<file path="config.mk">
export PLATFORM = sky130hd
export DESIGN_NAME = sc2bin_v2_flat
export DESIGN_NICKNAME = d
export VERILOG_FILES = /design/src/rtl/sc2bin_v2_if.sv /design/src/rtl/sc2bin_v2.sv /design/src/flat_wrapper.sv
export SDC_FILE = /design/constraint.sdc
export NUM_CORES = 1
export LEC_CHECK = 0
export ABC_AREA = 1
export ABC_CLOCK_PERIOD_IN_PS = 3000
export CAP_MARGIN = 5
export CORE_UTILIZATION = 55
export DETAILED_ROUTE_END_ITERATION = 8
export GPL_ROUTABILITY_DRIVEN = 0
export PLACE_DENSITY = 0.83
export SYNTH_ARGS = -nofsm -noshare
export SYNTH_HDL_FRONTEND = slang
export SYNTH_SLANG_ARGS = --single-unit
export TNS_END_PERCENT = 30
</file>
<file path="constraint.sdc">
create_clock -name clk -period 3 [get_ports clk]
set_input_delay 0.6 -clock clk [delete_from_list [all_inputs] [get_ports clk]]
set_output_delay 0.6 -clock clk [all_outputs]
set_load 0.005 [all_outputs]
</file>
<file path="src/rtl/sc2bin_v2_if.sv">
// Output handshake bundle for sc2bin_v2.
// The master drives the result and the slave drives out_ready.
interface sc2bin_v2_if #(
  parameter int BITWIDTH = 8
);
  logic                out_valid;
  logic                out_ready;
  logic                sat;
  logic [BITWIDTH-1:0] bin_out;

  modport master (
    output out_valid,
    output bin_out,
    output sat,
    input  out_ready
  );

  modport slave (
    input  out_valid,
    input  bin_out,
    input  sat,
    output out_ready
  );
endinterface

</file>
<file path="src/rtl/sc2bin_v2.sv">
// Windowed split-unipolar stochastic-to-binary converter.
// It computes pos-neg over a sample window, then applies ReLU, a shift and saturation.
module sc2bin_v2 #(
  parameter int BITWIDTH = 8,
  parameter int LANES    = 2,
  parameter int LEN_W    = 10,
  parameter int MAX_SHFT = 4,
  localparam int CNT_W   = LEN_W + $clog2(LANES + 1),
  localparam int SH_W    = $clog2(MAX_SHFT + 1)
) (
  input  logic             clk,
  input  logic             reset_n,
  input  logic             clr,
  input  logic             start,
  input  logic [LEN_W-1:0] win_len,
  input  logic             relu_en,
  input  logic [SH_W-1:0]  shft_amt,
  input  logic             sc_valid,
  input  logic [LANES-1:0] sc_pos,
  input  logic [LANES-1:0] sc_neg,
  output logic             busy,
  sc2bin_v2_if.master      out_if
);

  localparam int D_W = CNT_W + 1;
  localparam int S_W = D_W + MAX_SHFT;

  localparam logic signed [S_W-1:0] UMAX =
    S_W'((1 << BITWIDTH) - 1);
  localparam logic signed [S_W-1:0] SMAX =
    S_W'((1 << (BITWIDTH - 1)) - 1);
  localparam logic signed [S_W-1:0] SMIN =
    S_W'(-(1 << (BITWIDTH - 1)));
  localparam logic [SH_W-1:0] SH_LIM = SH_W'(MAX_SHFT);

  typedef enum logic [1:0] {
    IDLE,
    ACCUM,
    CONV,
    HOLD
  } state_t;

  state_t state;
  state_t state_nx;

  logic [CNT_W-1:0]    pos_cnt;
  logic [CNT_W-1:0]    neg_cnt;
  logic [LEN_W-1:0]    remaining;
  logic                relu_q;
  logic [SH_W-1:0]     shft_q;
  logic [BITWIDTH-1:0] bin_q;
  logic                sat_q;
  logic                vld_q;

  logic signed [D_W-1:0] d;
  logic signed [D_W-1:0] v;
  logic signed [S_W-1:0] sx;
  logic signed [S_W-1:0] s;
  logic [BITWIDTH-1:0]   res;
  logic                  res_sat;

  function automatic logic [CNT_W-1:0] popcnt(
    input logic [LANES-1:0] b
  );
    logic [CNT_W-1:0] acc;
    acc = '0;
    for (int i = 0; i < LANES; i++) begin
      acc = acc + CNT_W'(b[i]);
    end
    return acc;
  endfunction

  assign busy             = (state != IDLE);
  assign out_if.out_valid = vld_q;
  assign out_if.bin_out   = bin_q;
  assign out_if.sat       = sat_q;

  always_ff @(posedge clk or negedge reset_n) begin
    if (!reset_n) state <= IDLE;
    else          state <= state_nx;
  end

  always_comb begin
    state_nx = state;
    if (clr) begin
      state_nx = IDLE;
    end else begin
      unique case (state)
        IDLE: begin
          if (start)
            state_nx = (win_len != '0) ? ACCUM : CONV;
        end
        ACCUM: begin
          if (sc_valid && remaining == LEN_W'(1))
            state_nx = CONV;
        end
        CONV: state_nx = HOLD;
        HOLD: begin
          if (out_if.out_ready) state_nx = IDLE;
        end
        default: state_nx = IDLE;
      endcase
    end
  end

  // Shift at full width so saturation sees the true magnitude.
  always_comb begin
    d  = $signed({1'b0, pos_cnt}) - $signed({1'b0, neg_cnt});
    v  = (relu_q && d < 0) ? '0 : d;
    sx = {{MAX_SHFT{v[D_W-1]}}, v};
    s  = sx <<< shft_q;
    res     = s[BITWIDTH-1:0];
    res_sat = 1'b0;
    if (relu_q) begin
      if (s > UMAX) begin
        res     = '1;
        res_sat = 1'b1;
      end
    end else if (s > SMAX) begin
      res     = SMAX[BITWIDTH-1:0];
      res_sat = 1'b1;
    end else if (s < SMIN) begin
      res     = SMIN[BITWIDTH-1:0];
      res_sat = 1'b1;
    end
  end

  always_ff @(posedge clk or negedge reset_n) begin
    if (!reset_n) begin
      pos_cnt   <= '0;
      neg_cnt   <= '0;
      remaining <= '0;
      relu_q    <= 1'b0;
      shft_q    <= '0;
      bin_q     <= '0;
      sat_q     <= 1'b0;
      vld_q     <= 1'b0;
    end else if (clr) begin
      pos_cnt   <= '0;
      neg_cnt   <= '0;
      remaining <= '0;
      bin_q     <= '0;
      sat_q     <= 1'b0;
      vld_q     <= 1'b0;
    end else begin
      unique case (state)
        IDLE: begin
          if (start) begin
            pos_cnt   <= '0;
            neg_cnt   <= '0;
            remaining <= win_len;
            relu_q    <= relu_en;
            shft_q    <= (shft_amt > SH_LIM) ? SH_LIM : shft_amt;
          end
        end
        ACCUM: begin
          if (sc_valid) begin
            pos_cnt   <= pos_cnt + popcnt(sc_pos);
            neg_cnt   <= neg_cnt + popcnt(sc_neg);
            remaining <= remaining - LEN_W'(1);
          end
        end
        CONV: begin
          bin_q <= res;
          sat_q <= res_sat;
          vld_q <= 1'b1;
        end
        HOLD: begin
          if (out_if.out_ready) vld_q <= 1'b0;
        end
        default: ;
      endcase
    end
  end

endmodule

</file>
<file path="src/flat_wrapper.sv">
// flat-port wrapper written by rule: the top's interface ports become plain ports
module sc2bin_v2_flat 
#(
  parameter int BITWIDTH = 8,
  parameter int LANES    = 2,
  parameter int LEN_W    = 10,
  parameter int MAX_SHFT = 4,
  localparam int CNT_W   = LEN_W + $clog2(LANES + 1),
  localparam int SH_W    = $clog2(MAX_SHFT + 1)
)
  (clk, reset_n, clr, start, win_len, relu_en, shft_amt, sc_valid, sc_pos, sc_neg, busy, out_if_out_valid, out_if_bin_out, out_if_sat, out_if_out_ready);
  sc2bin_v2_if #(.BITWIDTH(BITWIDTH)) out_if_i ();
  input  logic clk;
  input  logic reset_n;
  input  logic clr;
  input  logic start;
  input  logic [LEN_W-1:0] win_len;
  input  logic relu_en;
  input  logic [SH_W-1:0] shft_amt;
  input  logic sc_valid;
  input  logic [LANES-1:0] sc_pos;
  input  logic [LANES-1:0] sc_neg;
  output logic busy;
  output wire logic [$bits(out_if_i.out_valid)-1:0] out_if_out_valid;
  output wire logic [$bits(out_if_i.bin_out)-1:0] out_if_bin_out;
  output wire logic [$bits(out_if_i.sat)-1:0] out_if_sat;
  input wire logic [$bits(out_if_i.out_ready)-1:0] out_if_out_ready;
  assign out_if_out_valid = out_if_i.out_valid;
  assign out_if_bin_out = out_if_i.bin_out;
  assign out_if_sat = out_if_i.sat;
  assign out_if_i.out_ready = out_if_out_ready;
  sc2bin_v2 #(.BITWIDTH(BITWIDTH), .LANES(LANES), .LEN_W(LEN_W), .MAX_SHFT(MAX_SHFT)) u_core (.clk(clk), .reset_n(reset_n), .clr(clr), .start(start), .win_len(win_len), .relu_en(relu_en), .shft_amt(shft_amt), .sc_valid(sc_valid), .sc_pos(sc_pos), .sc_neg(sc_neg), .busy(busy), .out_if(out_if_i));
endmodule
</file>
==> out/metrics.cfg, run 1 <==
[detailed_routing]
wire_per_inst_um = 13.87
vias = 4901
first_pass_iters = 5
drt_iter0_drc = 345
drcViolationCount = 0
vias_per_cell = 5.633
drtAntennaViolNets = 0
wl_mm = 12.07

[yosys]
yosysTopAreaCell = dfrtp_1
synth_seq_cells = 50
synthTopCellsByCount = nand2_1 (206), inv_1 (98), nand3_1 (71), dfrtp_1 (50), nor2_1 (47)
synthArstFlopShare = 1.000
synth_top_area_frac = 0.2787
synthesis.area_sq_um = 4489
synth_edf_count = 0
synth_cells = 685
seq_area_frac_synth = 0.2787
ys_top_cells_by_area = dfrtp_1 (28%), nand2_1 (17%), inv_1 (8.2%)
avgSynthCellArea_sq_um = 6.554
yosys_warnings = 0
ys_types = 42
synth_most_common_cell = nand2_1
synth_ff_type = dfrtp_1
synthesis.nets = 736

[clock_network]
ctsHoldBuffers = 0
cts_made_buffers = 5
root_buffer = clkbuf_8
clk_latency_ns = 0.30
clkTransAtPathRegs_ns = 0.10
cts_tree = built
htree_levels = 2
clkSinkCount = 50
cts.path.max_buffers = 2

[min_path]
hold_path_class = in2async

[timing]
worst_hold_slack_ns = 0.3990
maxSlewHeadroom = 0.4298
rsz0062_at_grt = true
finalHoldViolCount = 0
fin_ws_ns = -0.06670
period_share = 1.022
slew_violations = 0
fin_worst_skew_ns = 0.007507
finalSetupViolations = 9
max_freq_mhz = 326.1
period_minus_slack_ns = 3.067
worstMarginPinSlew_ns = 0.8553

[final_layout]
num-nets-final = 818
drive_gt1_frac = 0.1888
instances_no_fill = 870
final_area_sq_um = 5607
insertedDiodeCount = 0
area_growth_pct = 24.89

[global_route]
gr-total-overflow = 0
antenna_found_initial = 0
grt_pass1_vias = 4605
grt_max_degree = 39
grt_pass1_wl_mm = 20.11
grt_util_all_layers = 0.2876

[power_and_ir_drop]
ir_worst_vdd_mv = 0.3932
netSwitchingPower_mw = 2.502
power.share.switching = 0.5138
p_seq_frac = 0.199
clkPwrFrac = 0.086
pwr-share-comb = 0.715
powerDensity_nw_per_um2 = 868.6
p_leak_nw = 2.829
p_int_mw = 2.368

[floorplanning]
start_util = 0.5750
die_y_um = 92.35
core-area_sq_um = 7807
num_io_pins = 35
fp.dieW_um = 92.35
row_count = 32
dieArea_sq_um = 8528

[worst_setup_path]
r2r_start = u_core.pos_cnt[0]
crit_fanout = 8
r2r_end = u_core.out_if.bin_out[6]
ff2ff_setup_slack_ns = -0.07
critPathLaunch = u_core.pos_cnt[0]
reg2reg_depth = 22
required_ns = 3.20
critPathLaunchType = flip-flop
path_class = reg2reg
critPathArrivalTime_ns = 3.27
endpoint_kind = flip-flop

[placement]
portBuffers = 34
dp.cells = 848
dp_hpwl_mm = 8.952
dpl_cell_area_sq_um = 5189

[flow_run]
cap_violations = 0

[run_status]
violations = setup timing
status = finished with violations

==> worst max path at each step <==
stage / end / slack [ns] / cells after the start
after floorplan: u_core.out_if.bin_out[4] / 0.26 / 20
after global placement: u_core.out_if.bin_out[1] / 0.00006 / 21
after detailed placement: u_core.out_if.bin_out[1] / -0.07 / 21
after CTS: u_core.out_if.bin_out[1] / 0.009 / 21
after global routing: u_core.out_if.bin_out[6] / -0.24 / 21
final: u_core.out_if.bin_out[6] / -0.07 / 22
==> logic make-up after synthesis <==
group	Yosys count	share of synthesized area
DFF	50	0.2787
and+or+nand+nor	397	0.4125
xor gates and xnor gates	5	0.009754
adders and majority gates	27	0.08027
buffers and inverters	117	0.1081
AOI/OAI and AO/OA	89	0.1107
==> through the flow <==
stage	util	worst slack (ns)	power, mW	setup TNS [ns]
final	0.7181	-0.06670	4.870	-0.4154
after global routing	0.7181	-0.2417	5.310	-2.081
after CTS	0.6901	0.009196	4.532	0
after detailed placement	0.6646	-0.06708	3.952	-0.4383
after global placement	0.6646	0.00005551	3.825	0
after floorplan	-	0.2636	3.146	0
==> critical path: stages (launching register included) <==
cell and delay, ns:
dfrtp_1 0.40, inv_2 0.09, ha_4 0.14, fa_2 0.22
inv_2 0.05, nand2_2 0.05, nand2_2 0.05, and2_4 0.17
nand2_4 0.07, nand4_4 0.13, buf_6 0.18, buf_16 0.13
nand3_1 0.09, nand3_1 0.15, nand3_2 0.11, nand2_2 0.08
or2_0 0.23, nor2_1 0.15, nand3_2 0.10, nand3_4 0.16
nand2_2 0.07, nand2_2 0.07, nand2_1 0.05
==> metal layers <==
metal	up-vias	wire length [um]	track usage
met5	-	0	0
met4	0	243	0.1029
met3	31	638	0.03202
met2	221	6004	0.4846
met1	2252	5180	0.3816
li1	2397	-	-
==> state kept, by name, summed over array words and instances, names as in the netlist <==
register and count:
u_core.neg_cnt 12, u_core.state 2, u_core.remaining 10, u_core.out_if.out_valid 1, u_core.pos_cnt 12, u_core.out_if.sat 1, u_core.shft_q 3, u_core.out_if.bin_out 8
u_core.relu_q 1
==> placed cells by master (no fill, tap or decap), types with 25 or more instances in the layout <==
cell type	Yosys	final
nand2_1	206	189
inv_1	98	94
nand3_1	71	62
buf_4	2	55
dfrtp_1	50	50
nor2_1	47	46
a21oi_1	39	38
clkdlybuf4s50_1	0	33
o21ai_0	31	31
nand2_2	11	25
==> final cells by class <==
| cell class | count | area, sq um |
|---|---|---|
| clock buffer | 6 | 82.58 |
| sequential | 50 | 1251 |
| clock inverter | 2 | 12.51 |
| inverter | 99 | 371.6 |
| tap | 102 | 127.6 |
| multi-input combinational | 518 | 2939 |
| fill | 586 | 2201 |
| timing repair buffer | 93 | 822.0 |
==> power by group through the flow <==
| stage | Combinational (mW) | Clock [mW] | Sequential [mW] |
|---|---|---|---|
| after CTS | 3.15 | 0.427 | 0.959 |
| after floorplan | 2.20 | 0 | 0.948 |
| after detailed placement | 2.98 | 0 | 0.970 |
| after global routing | 3.86 | 0.461 | 0.988 |
| final | 3.48 | 0.420 | 0.969 |
| after global placement | 2.86 | 0 | 0.963 |
==> timing repair <==
action	CTS	global route
endpoints found under the setup margin	9	9
pin swaps	8	25
setup buffers	6	7
gates resized for setup	9	41
cloned	1	0
Note: power is estimated with default switching activity, not from simulation.
==> inputs of run 2 (changes only) <==
--- a/config.mk
+++ b/config.mk
@@ -12,6 +12,7 @@
 export DETAILED_ROUTE_END_ITERATION = 8
 export GPL_ROUTABILITY_DRIVEN = 0
 export PLACE_DENSITY = 0.83
+export SLEW_MARGIN = 20
 export SYNTH_ARGS = -nofsm -noshare
 export SYNTH_HDL_FRONTEND = slang
 export SYNTH_SLANG_ARGS = --single-unit
==> results of run 2 <==
Final layout, timing and power as in run 1 (identical DEF).
